### config.mk
export PLATFORM = sky130hd
export DESIGN_NAME = mem_stage
export DESIGN_NICKNAME = d
export VERILOG_FILES = /design/src/rtl/mem_stage.sv
export SDC_FILE = /design/constraint.sdc
export NUM_CORES = 1
export LEC_CHECK = 0
export CORE_MARGIN = 3
export CORE_UTILIZATION = 40
export DETAILED_ROUTE_END_ITERATION = 8
export PLACE_DENSITY_LB_ADDON = 0.1
export SETUP_SLACK_MARGIN = 0.02
export SLEW_MARGIN = 20
export SYNTH_ARGS = -nofsm -noshare
export SYNTH_HDL_FRONTEND = slang
export SYNTH_SLANG_ARGS = --single-unit
### constraint.sdc
create_clock -name clk -period 2.94 [get_ports clk]
set_input_delay 0.441 -clock clk [delete_from_list [all_inputs] [get_ports clk]]
set_output_delay 0.441 -clock clk [all_outputs]
set_load 0.02 [all_outputs]
### src/rtl/mem_stage.sv
// MEM pipeline stage: latches one instruction from EXE, holds the synchronous
// data-SRAM read across WB stalls, extends loads and hands the result to WB.
module mem_stage #(
  parameter int EX_W        = 82,
  parameter int EX_FLAG_BIT = 2
) (
  input  logic              clk,
  input  logic              reset,
  output logic              ms_allowin,
  input  logic              es2ms_valid,
  input  logic [EX_W+76:0]  es2ms_bus,
  input  logic              ws_allowin,
  output logic              ms2ws_valid,
  output logic [EX_W+69:0]  ms2ws_bus,
  output logic [38:0]       ms_rf_zip,
  input  logic [31:0]       data_sram_rdata,
  output logic              ms_ex,
  input  logic              wb_ex
);

  logic            ms_valid_q, ms_valid_d;
  logic            first_q, first_d;
  logic            buf_valid_q, buf_valid_d;
  logic [31:0]     rdata_buf_q, rdata_buf_d;

  logic            csr_re_q, csr_re_d;
  logic            res_from_mem_q, res_from_mem_d;
  logic            rf_we_q, rf_we_d;
  logic [4:0]      rf_waddr_q, rf_waddr_d;
  logic [31:0]     alu_result_q, alu_result_d;
  logic [4:0]      ld_op_q, ld_op_d;
  logic [31:0]     pc_q, pc_d;
  logic [EX_W-1:0] ex_zip_q, ex_zip_d;

  logic            load_en;
  logic [31:0]     raw_rdata;
  logic [1:0]      off;
  logic [7:0]      ld_byte;
  logic [15:0]     ld_half;
  logic [31:0]     load_data;
  logic [31:0]     rf_wdata;
  logic            ws_rf_we;

  assign ms_allowin  = ~ms_valid_q | ws_allowin;
  assign ms2ws_valid = ms_valid_q;
  assign load_en     = es2ms_valid & ms_allowin;

  always_comb begin
    ms_valid_d     = ms_valid_q;
    first_d        = 1'b0;
    buf_valid_d    = buf_valid_q;
    rdata_buf_d    = rdata_buf_q;
    csr_re_d       = csr_re_q;
    res_from_mem_d = res_from_mem_q;
    rf_we_d        = rf_we_q;
    rf_waddr_d     = rf_waddr_q;
    alu_result_d   = alu_result_q;
    ld_op_d        = ld_op_q;
    pc_d           = pc_q;
    ex_zip_d       = ex_zip_q;

    if (wb_ex) begin
      ms_valid_d = 1'b0;
    end else if (ms_allowin) begin
      ms_valid_d = es2ms_valid;
    end

    // Data latch is independent of the flush; a cleared ms_valid discards it.
    if (load_en) begin
      {csr_re_d, res_from_mem_d, rf_we_d, rf_waddr_d, alu_result_d,
       ld_op_d, pc_d, ex_zip_d} = es2ms_bus;
      first_d = ~wb_ex;
    end

    // The SRAM port only shows our data in the first cycle; capture it on a stall.
    if (wb_ex || load_en) begin
      buf_valid_d = 1'b0;
    end else if (ms_valid_q && first_q && !ws_allowin) begin
      buf_valid_d = 1'b1;
      rdata_buf_d = data_sram_rdata;
    end
  end

  always_ff @(posedge clk) begin
    if (reset) begin
      ms_valid_q     <= 1'b0;
      first_q        <= 1'b0;
      buf_valid_q    <= 1'b0;
      rdata_buf_q    <= 32'h0;
      csr_re_q       <= 1'b0;
      res_from_mem_q <= 1'b0;
      rf_we_q        <= 1'b0;
      rf_waddr_q     <= 5'h0;
      alu_result_q   <= 32'h0;
      ld_op_q        <= 5'h0;
      pc_q           <= 32'h0;
      ex_zip_q       <= '0;
    end else begin
      ms_valid_q     <= ms_valid_d;
      first_q        <= first_d;
      buf_valid_q    <= buf_valid_d;
      rdata_buf_q    <= rdata_buf_d;
      csr_re_q       <= csr_re_d;
      res_from_mem_q <= res_from_mem_d;
      rf_we_q        <= rf_we_d;
      rf_waddr_q     <= rf_waddr_d;
      alu_result_q   <= alu_result_d;
      ld_op_q        <= ld_op_d;
      pc_q           <= pc_d;
      ex_zip_q       <= ex_zip_d;
    end
  end

  assign raw_rdata = buf_valid_q ? rdata_buf_q : data_sram_rdata;
  assign off       = alu_result_q[1:0];

  always_comb begin
    ld_byte = raw_rdata[7:0];
    case (off)
      2'd0: ld_byte = raw_rdata[7:0];
      2'd1: ld_byte = raw_rdata[15:8];
      2'd2: ld_byte = raw_rdata[23:16];
      2'd3: ld_byte = raw_rdata[31:24];
      default: ld_byte = raw_rdata[7:0];
    endcase
  end

  assign ld_half = off[1] ? raw_rdata[31:16] : raw_rdata[15:0];

  // ld_op bit order is {b, bu, h, hu, w}.
  always_comb begin
    load_data = 32'h0;
    if (ld_op_q[4]) begin
      load_data = {{24{ld_byte[7]}}, ld_byte};
    end else if (ld_op_q[3]) begin
      load_data = {24'h0, ld_byte};
    end else if (ld_op_q[2]) begin
      load_data = {{16{ld_half[15]}}, ld_half};
    end else if (ld_op_q[1]) begin
      load_data = {16'h0, ld_half};
    end else if (ld_op_q[0]) begin
      load_data = raw_rdata;
    end
  end

  assign rf_wdata  = res_from_mem_q ? load_data : alu_result_q;
  assign ws_rf_we  = rf_we_q & ~ex_zip_q[EX_FLAG_BIT];
  assign ms2ws_bus = {ws_rf_we, rf_waddr_q, rf_wdata, pc_q, ex_zip_q};
  assign ms_rf_zip = {csr_re_q & ms_valid_q, rf_we_q & ms_valid_q, rf_waddr_q, rf_wdata};
  assign ms_ex     = ms_valid_q & ex_zip_q[EX_FLAG_BIT];

endmodule

# [Word-level counts from Yosys, hierarchy flattened]
# Index checks and enable logic that the tools add are counted.
[totals] regBits=194 in_bits=196 output_inout_bits=194 elab_cells=44
[op_classes] eq_ne=3 muxes=9 bitwise=11 n_reduce_logical=9
[op_table] operator="2-to-1 mux 32 bit" n=7
[op_table] operator="case mux 8 bit (4 select lines)" n=1
[op_table] operator="2-to-1 mux 16 bit" n=1
[op_table] operator="OR reduction 2 bit" n=3
[op_table] operator="bitwise AND 1 bit" n=5
[op_table] operator="NOT 1 bit" n=5
[op_table] operator="equality test 2 bit, second input constant" n=2
[op_table] operator="equality test 2 x 1 -> 1 bit, second input constant" n=1
[op_table] operator="logical AND 1 bit" n=2
[op_table] operator="logical NOT 2 bit" n=1
[op_table] operator="AND reduction 2 bit" n=1
[op_table] operator="logical NOT 1 bit" n=1
[op_table] operator="logical OR 1 bit" n=1
[op_table] operator="OR 1 bit" n=1

# [Logic depth before layout (Yosys ltp)]
# Gate-level depths: netlist of the first run.
[logic_depth] depth_word=7 mapped_depth=8 depth_no_buf=4

# [Worst setup path after synthesis of the first run]
# OpenSTA, ideal clock, no wires.
[synth_timing] kind="flip-flop to output port" startpoint="reg buf_valid_q" endpoint="out ms_rf_zip[7]" arrival_ns=1.835 required_time_ns=2.499 slack_ns=0.664 path_stages_with_launch=8 path_buffers=3 path_cell_list="dfxtp_1 buf_4 buf_4 mux2i_1 o21ai_0 a21oi_1 nor3_1 buf_4"
[synth_between] elab_chain_cells=7 word_cells_on_any_way=9 classes_between="9 x mux"
[synth_rtl] element="from (decl)" line_no="23" text="logic buf_valid_q, buf_valid_d;"
[synth_rtl] element="from (signal assigned)" line_no="101" text="buf_valid_q <= buf_valid_d;"
[synth_rtl] element="2-to-1 mux 32 bit (*)" line_no="114" text="assign raw_rdata = buf_valid_q ? rdata_buf_q : data_sram_rdata;"
[synth_rtl] element="2-to-1 mux 32 bit / 2-to-1 mux 16 bit (equally long branches)" line_no="141, 128"
[synth_rtl] element="2-to-1 mux 32 bit" line_no="139" text="end else if (ld_op_q[1]) begin"
[synth_rtl] element="2-to-1 mux 32 bit" line_no="137" text="end else if (ld_op_q[2]) begin"
[synth_rtl] element="2-to-1 mux 32 bit" line_no="135" text="end else if (ld_op_q[3]) begin"
[synth_rtl] element="2-to-1 mux 32 bit (*)" line_no="133" text="if (ld_op_q[4]) begin"
[synth_rtl] element="2-to-1 mux 32 bit (*)" line_no="146" text="assign rf_wdata = res_from_mem_q ? load_data : alu_result_q;"
[synth_rtl] element="to (decl)" line_no="15" text="output logic [38:0] ms_rf_zip,"
# Mark *: on every way between the ends. The rest lies on a longest branch, timed or not.

# [Final worst setup path of the first run]
[layout_timing] startpoint="reg ld_op_q[0]" endpoint="out ms2ws_bus[115]"
[layout_between] elab_chain_cells=6
[layout_rtl] element="from (decl)" line_no="31" text="logic [4:0] ld_op_q, ld_op_d;"
[layout_rtl] element="from (signal assigned)" line_no="108" text="ld_op_q <= ld_op_d;"
[layout_rtl] element="2-to-1 mux 32 bit" line_no="141" text="end else if (ld_op_q[0]) begin"
[layout_rtl] element="2-to-1 mux 32 bit" line_no="139"
[layout_rtl] element="2-to-1 mux 32 bit" line_no="137"
[layout_rtl] element="2-to-1 mux 32 bit" line_no="135"
[layout_rtl] element="2-to-1 mux 32 bit" line_no="133"
[layout_rtl] element="2-to-1 mux 32 bit" line_no="146"
[layout_rtl] element="to (decl)" line_no="14" text="output logic [EX_W+69:0] ms2ws_bus,"
# Every way passes these cells.

==> results of run 1 <==
[flip-flops by register name, indices dropped and copies added (netlist names)]
name            flops
buf_valid_q         1
first_q             1
rf_we_q             1
ld_op_q             5
ms2ws_valid         1
res_from_mem_q      1
rdata_buf_q        32
pc_q               32
rf_waddr_q          5
ex_zip_q           82
csr_re_q            1
alu_result_q       32
[cell usage after synthesis, drive strengths merged, types with 13 or more instances]
library cell	count	area [um2]
nand2	422	1580
dfxtp	194	3880
a21oi	193	970
buf	75	493
clkbuf	47	178
mux2i	29	290
nor2	19	71.3
o2111ai	17	149
mux4	13	293
[metal layers]
layer / share of wire (%) / vias up / GRT usage (%)
li1: - / 4179 / -
met1: 39 / 3852 / 28.1
met2: 50 / 302 / 41.6
met3: 9.2 / 33 / 8.32
met4: 1.7 / 4 / 6.75
met5: 0.12 / - / 0
[cell type report]
type	count	area [um2]	share of cell area, %
Antenna cell	1	2.50	0.0194
Sequential cell	194	3890	30.2
Clock buffer	20	447	3.46
Tap cell	270	338	2.62
Inverter	3	15.0	0.116
Multi-Input combinational cell	758	3870	30.0
Clock inverter	12	121	0.941
Timing Repair Buffer	422	4220	32.7
[power groups by stage]
stage,registers (mW),logic (mW),clock network [mW]
after floorplan,2.99,0.564,0
after global placement,2.88,1.36,0
after detailed placement,2.89,1.37,0
after CTS,2.83,1.34,2.32
after global routing,2.84,1.43,2.41
final,2.83,1.33,2.26
[worst max-delay path, cell delays in order (launching register included)]
cell,delay [ns]
sky130_fd_sc_hd__dfxtp_1,0.42
sky130_fd_sc_hd__or3b_1,0.46
sky130_fd_sc_hd__nor3_4,0.20
sky130_fd_sc_hd__o21ai_0,0.12
sky130_fd_sc_hd__nand3_1,0.14
sky130_fd_sc_hd__clkdlybuf4s50_1,0.62
[per-stage QoR]
step	instance area (um2)	setup slack, ns	instances	utilization (%)
after floorplan	8410	0.664	1077	-
after global placement	12300	-0.0114	1645	60.2
after detailed placement	12300	-0.0726	1645	60.2
after CTS	12800	0.0341	1679	62.9
after global routing	12900	-0.0486	1679	63.1
final	12900	0.112	1680	63.1
[what timing repair did]
| item | 4_1_cts | 5_1_grt |
|---|---|---|
| buffers inserted | 2 | 0 |
| gates resized for setup | 48 | 30 |
| hold endpoints to repair | 0 | 0 |
| endpoints found under the setup margin | 63 | 24 |
| pin swaps | 1 | 0 |
| hold buffers | 0 | 0 |
[path summary, 6_finish.rpt]
kind	from	depth (start not counted)	to	slack, ns
min reg2reg	csr_re_q	2	csr_re_q	0.45
min	csr_re_q	2	csr_re_q	0.45
max reg2reg	ms2ws_valid	5	ex_zip_q[30]	1.21
max	ld_op_q[0]	5	ms2ws_bus[115]	0.11
[cell usage in the layout, fill, tap and decap left out, drive strengths merged, types with 5 or more instances in the layout]
cell	Yosys	layout
a21oi	193	193
a22oi	7	7
a31oi	7	7
buf	75	35
clkbuf	47	22
clkdlybuf4s50	0	325
dfxtp	194	194
dlygate4sd2	0	39
dlymetal6s2s	0	19
inv	3	7
mux2	7	7
mux2i	29	29
mux4	13	13
nand2	422	422
nand3	5	5
nor2	19	19
o2111ai	17	17
o21ai	5	5
o221ai	7	7
[logic make-up after synthesis]
kind of cell    share of synthesized area, %
simple gates                            21.8
buf+inv                                 8.11
flops                                   46.2
compound gates                          16.0
mux                                     7.87
==> metrics.md, run 1 <==
| Metric | Value |
|---|---|
| Number of distinct library cells after synthesis | `36` |
| Deepest level of the CTS H-tree | `4` |
| Final nets | `about 1600` |
| Final ANT Viol Nets | `0` |
| Sw frac | `roughly 28%` |
| Post-synthesis area per instance | `7.81 um2` |
| Length of the first detailed-routing pass in iterations | `4` |
| Required time reported for the critical path endpoint | `around 2.5 ns` |
| Boundary pin count | `390` |
| Maximum resistive drop on vdd | `about 0.40 mV` |
| GRT overflow | `0` |
| Largest net degree at the start of global routing | `77` |
| Proportion of register bits with asynchronous set or reset after synthesis | `0%` |
| Clock network fraction of design power | `35.2%` |
| Routed wire per std cell | `approximately 17 um` |
| Vias per std cell | `roughly 5.0` |
| Vias in the first global route | `7886` |
| Worst Max-Slew Pin Slew | `roughly 0.65 ns` |
| # Max-Cap Violations | `0` |
| Initial cell density of the core | `between 40% and 50%` |
| Core area | `around 20000 um2` |
| Remaining max-slew budget at the tightest pin | `a little under three fifths` |
| Die area | `between 20000 and 25000 um2` |
| Cell count after synthesis | `1077` |
| Final cycle utilization of the critical path | `between 90% and 100%` |
| Clock slew seen by the registers of the worst setup and hold paths | `around 0.070 ns` |
| Internal | `around 4.6 mW` |
| Number of antenna violations at the first check in global routing | `2` |
| Worst-path maximum fanout | `5` |
| Worst hold slack after final layout | `0.453 ns` |
| Type of the worst min-delay path | `reg2reg` |
| Max Buffers Root-to-Sink | `2` |
| TritonCTS clock tree | `done` |
| Num Clock Sinks | `about 190` |
| Synth Cell Area | `around 8400 um2` |
| Overall Global Routing Usage | `between 20% and 30%` |
| P_sw | `between 1.5 and 2 mW` |
| Leading register cell type out of synthesis | `sky130_fd_sc_hd__dfxtp_1` |
| Post-Syn Nets | `around 1300` |
| Fraction of power consumed by sequential logic | `44.1%` |
| Max frequency | `354 MHz` |
| Clk Latency, worst-skew pair | `approximately 0.42 ns` |
| Library cell used as clock root buffer | `sky130_fd_sc_hd__clkbuf_16` |
| EDFF count, synth | `0` |
| Routed wire length | `around 29000 um` |
| Max Transition Viols Final | `0` |
| Sort of element at the end of the critical path | `output pin` |
| Number of placement rows | `52` |
| Data arrival at the endpoint of the critical path | `2.39 ns` |
| Startpoint kind of the worst setup timing path | `register` |
| Final GP Congestion | `~0.9` |
| Ratio of total power to cell area | `between 400 and 500 nW/um2` |
| DRC viols | `0` |
| Synth Warn # | `0` |
| Area growth, synth to finish | `53.4%` |
| Setup violation total in the final timing report | `0` |
| Clk_skew | `~0.012 ns` |
| Overall power of the completed layout | `6.41 mW` |
| Count of endpoints failing hold in the final timing report | `0` |
| Setup repair after global routing missed its margin | `yes` |
| Status | `finished, final reports clean` |
| Horizontal die dimension | `roughly 150 um` |
| Detailed-route via count | `8370` |
| Leakage power | `just over 5 nW` |
| Share of power burned in combinational logic | `between 20% and 30%` |
| DP Wirelength | `between 20000 and 25000 um` |
| Final critical-path required period | `2.83 ns` |
| Height of the chip | `151 um` |
| Ratio of cells with drive above 1 in the final layout | `approximately 7.2%` |
| Count of state elements after synthesis | `just under 200` |
| Port Buf Inserts | `389` |
| Filler instances | `1832` |
| Final total negative setup slack | `0 ns` |
| Sequential cell area fraction in the yosys report | `46.2%` |
| Initial DRC Count | `437` |
| Clock buffers created by TritonCTS | `17` |
| Classification of the worst setup path | `reg2out` |
| Global-route wire length before repair | `approximately 43000 um` |
(Power assumes the default switching activity.)
==> run 2: changes to the inputs <==
Clock period 2.94 ns to 3.25 ns, I/O delays scaled along.
==> metrics.md, run 2 (synthesis gave the netlist of run 1 again) <==
| Metric | Value |
|---|---|
| Largest register by flop count | `ex_zip_q` |
| Critical path, cell by cell | `or3b_4 > nor3_4 > nand2_1 > a31oi_1 > clkdlybuf4s50_1` |
| Global-route wire length before repair | `43400 um (+1.1%)` |
| Largest net degree at the start of global routing | `118 (+53%)` |
| Routed wire per std cell | `17.3 um (+0.46%)` |
| Post-CTS setup repair buffer count | `0 (-2)` |
| GRT overflow | `0 (unchanged)` |
| Max frequency | `320 MHz` |
| Top cell family by delay on the critical path | `simple AND/OR/NAND/NOR gates` |
| Library cell used as clock root buffer | `sky130_fd_sc_hd__clkbuf_16` |
| Number of antenna violations at the first check in global routing | `2 (unchanged)` |
| DRC viols | `0 (unchanged)` |
| Most used cells in the layout excluding fill and tap cells | `421 x sky130_fd_sc_hd__nand2_1, 382 x sky130_fd_sc_hd__clkdlybuf4s50_1, 193 x sky130_fd_sc_hd__dfxtp_1` |
| Height of the chip | `151 um (unchanged)` |
| Data arrival at the endpoint of the critical path | `2.64 ns (+0.25 ns)` |
| Internal | `4.12 mW (-11%)` |
| Final ANT Viol Nets | `0 (unchanged)` |
| FF-to-FF Start | `ms2ws_valid` |
| Final GP Congestion | `0.917 (+2.3%)` |
| Number of hold buffers added after cts | `0 (unchanged)` |
| Max Buffers Root-to-Sink | `2 (unchanged)` |
| Final cycle utilization of the critical path | `between 90% and 100%` |
| Max Transition Viols Final | `0 (unchanged)` |
| Slowest cell on crit path | `sky130_fd_sc_hd__clkdlybuf4s50_1` |
| Remaining max-slew budget at the tightest pin | `53.8% (-2.6 points)` |
| Initial DRC Count | `472 (+8.0%)` |
| Worst hold slack after final layout | `0.453 ns (+0.000114 ns)` |
| Classification of the worst setup path | `reg2out` |
| Sort of element at the end of the critical path | `output pin` |
| PostCTS Resize Cnt | `2 (-96%)` |
| Leakage power | `4.70 nW (-8.3%)` |
| Setup repair after global routing missed its margin | `no` |
| Port Buf Inserts | `389 (unchanged)` |
| Setup violation total in the final timing report | `0 (unchanged)` |
| DP Wirelength | `20800 um (-1.5%)` |
| Filler instances | `1852 (+1.1%)` |
| Dpl cell area | `12200 um2 (-0.47%)` |
| Clk Latency, worst-skew pair | `0.42 ns (about the same)` |
| Share of power burned in combinational logic | `21.3% (+0.6 points)` |
| Initial cell density of the core | `41.2% (unchanged)` |
| Ratio of total power to cell area | `451 nW/um2 (-9.2%)` |
| TritonCTS clock tree | `done` |
| Minimum setup slack in the final design | `0.125 ns (+0.0123 ns)` |
| Final critical-path required period | `3.13 ns` |
| Required time reported for the critical path endpoint | `2.76 ns (+0.26 ns)` |
| # Max-Cap Violations | `0 (unchanged)` |
| Worst path buffer plus inverter count | `1 (unchanged)` |
| P_sw | `1.66 mW (-7.1%)` |
| Detailed-route via count | `8356 (-0.17%)` |
| Clock buffers created by TritonCTS | `17 (unchanged)` |
| Num Clock Sinks | `194 (unchanged)` |
| Routed wire length | `28800 um (-0.14%)` |
| Pre-CTS setup slack | `0.128 ns (+0.201 ns)` |
| Ratio of cells with drive above 1 in the final layout | `6.29% (-0.95 points)` |
| Post-route design area | `12800 um2 (-0.70%)` |
| Number of flip-flops under the largest register name | `82 (unchanged)` |
| Worst Max-Slew Pin Slew | `0.693 ns (+0.0384 ns)` |
| Seq. cell area | `3890 um2 (about the same)` |
| Final nets | `1584 (-0.50%)` |
| Count of endpoints failing hold in the final timing report | `0 (unchanged)` |
| Worst-path maximum fanout | `8 (+3)` |
| Sw frac | `28.8% (+0.85 points)` |
| Startpoint kind of the worst setup timing path | `register` |
| Leading cell type in the layout, fill and taps excluded | `sky130_fd_sc_hd__nand2_1` |
| Core area | `20400 um2 (unchanged)` |
| Clk_skew | `0.0115 ns (-0.000327 ns)` |
| Area growth, synth to finish | `52.4%` |
| Type of the worst min-delay path | `reg2reg` |
| Maximum resistive drop on vdd | `0.361 mV (-9.0%)` |
| Peak per-stage delay on the critical path | `0.67 ns (+0.05 ns)` |
| Final total negative setup slack | `0 ns (unchanged)` |
| Status | `finished, final reports clean` |
| Fraction of power consumed by sequential logic | `44.2% (about the same)` |
| Combined area of the multi-input logic cells | `3860 um2 (-0.23%)` |
| Horizontal die dimension | `151 um (unchanged)` |
| Die area | `22800 um2 (unchanged)` |
| Clock slew seen by the registers of the worst setup and hold paths | `0.07 ns (about the same)` |
| Launching element of the worst setup path | `ld_op_q[0]` |
| Number of placement rows | `52 (unchanged)` |
| Critical hold path startpoint | `ex_zip_q[10]` |
| Deepest level of the CTS H-tree | `4 (unchanged)` |
| Clock network fraction of design power | `34.5% (-0.7 points)` |
| Length of the first detailed-routing pass in iterations | `6 (+2)` |
| Overall Global Routing Usage | `24.3% (+0.28 points)` |
| Vias per std cell | `5.00 (+0.43%)` |
| Boundary pin count | `390 (unchanged)` |
| Overall power of the completed layout | `5.78 mW (-9.8%)` |
| Vias in the first global route | `7929 (+0.55%)` |
[run 2: cell types whose count changed in the layout (fill, tap and decap cells not counted), sizes merged]
cell	previous run	this run
buf	35	27
bufinv	1	0
clkbuf	22	17
clkdlybuf4s15	2	0
clkdlybuf4s50	325	382
clkinvlp	3	2
dlygate4sd2	39	1
dlymetal6s2s	19	4
inv	7	10
[run 2: tightest hold or removal path: cells and delay by family (launching register included)]
kind               cells  cell delay [ns]
AOI/OAI and AO/OA      1             0.05
DFF                    1             0.31
and+or+nand+nor        1             0.05
[run 2: stage by stage]
step           utilization (%)  instances
3_5_place_dp              59.9       1639
3_3_place_gp              59.9       1639
4_1_cts                   62.6       1669
2_1_floorplan                -       1077
6_report                  62.7       1670
5_1_grt                   62.7       1670
[run 2: worst paths after layout]
check	end	slack [ns]	cells after the start
max	ms_rf_zip[4]	0.12	5
min	ex_zip_q[10]	0.45	2
max reg2reg	alu_result_q[0]	1.41	5
min reg2reg	ex_zip_q[10]	0.45	2
[run 2: area by class of cell]
cell class / count / share of cell area, %
inverters: 3 / 0.0879
clock buffers: 17 / 3.32
flip-flops and latches: 194 / 30.3
clock inverters: 13 / 0.938
repair buffers: 414 / 32.5
multi-input cells: 758 / 30.1
diodes: 1 / 0.0195
well taps: 270 / 2.64
[run 2: power by group through the flow]
stage | Clock [mW] | Combinational (mW) | Sequential [mW]
after floorplan | 0 | 0.510 | 2.71
after global placement | 0 | 1.23 | 2.61
after detailed placement | 0 | 1.24 | 2.61
after CTS | 2.05 | 1.24 | 2.56
after global routing | 2.14 | 1.32 | 2.57
final | 1.99 | 1.23 | 2.56
[run 2: layer usage]
| layer | global-route usage, % | part of all wire [%] | routed length (um) | up-vias |
|---|---|---|---|---|
| met3 | 8.92 | 9.1 | 2610 | 26 |
| met1 | 29.3 | 40 | 11500 | 3854 |
| met5 | 0 | 0.045 | 13 | - |
| li1 | - | - | - | 4172 |
| met2 | 40.9 | 49 | 14200 | 302 |
| met4 | 6.39 | 1.5 | 437 | 2 |
==> run 3: changes to the inputs <==
Settings changed: GPL_ROUTABILITY_DRIVEN set to 0, HOLD_SLACK_MARGIN set to 0.06.
==> results of run 3 <==
The final DEF is identical to that of run 2; final timing and power are the same.
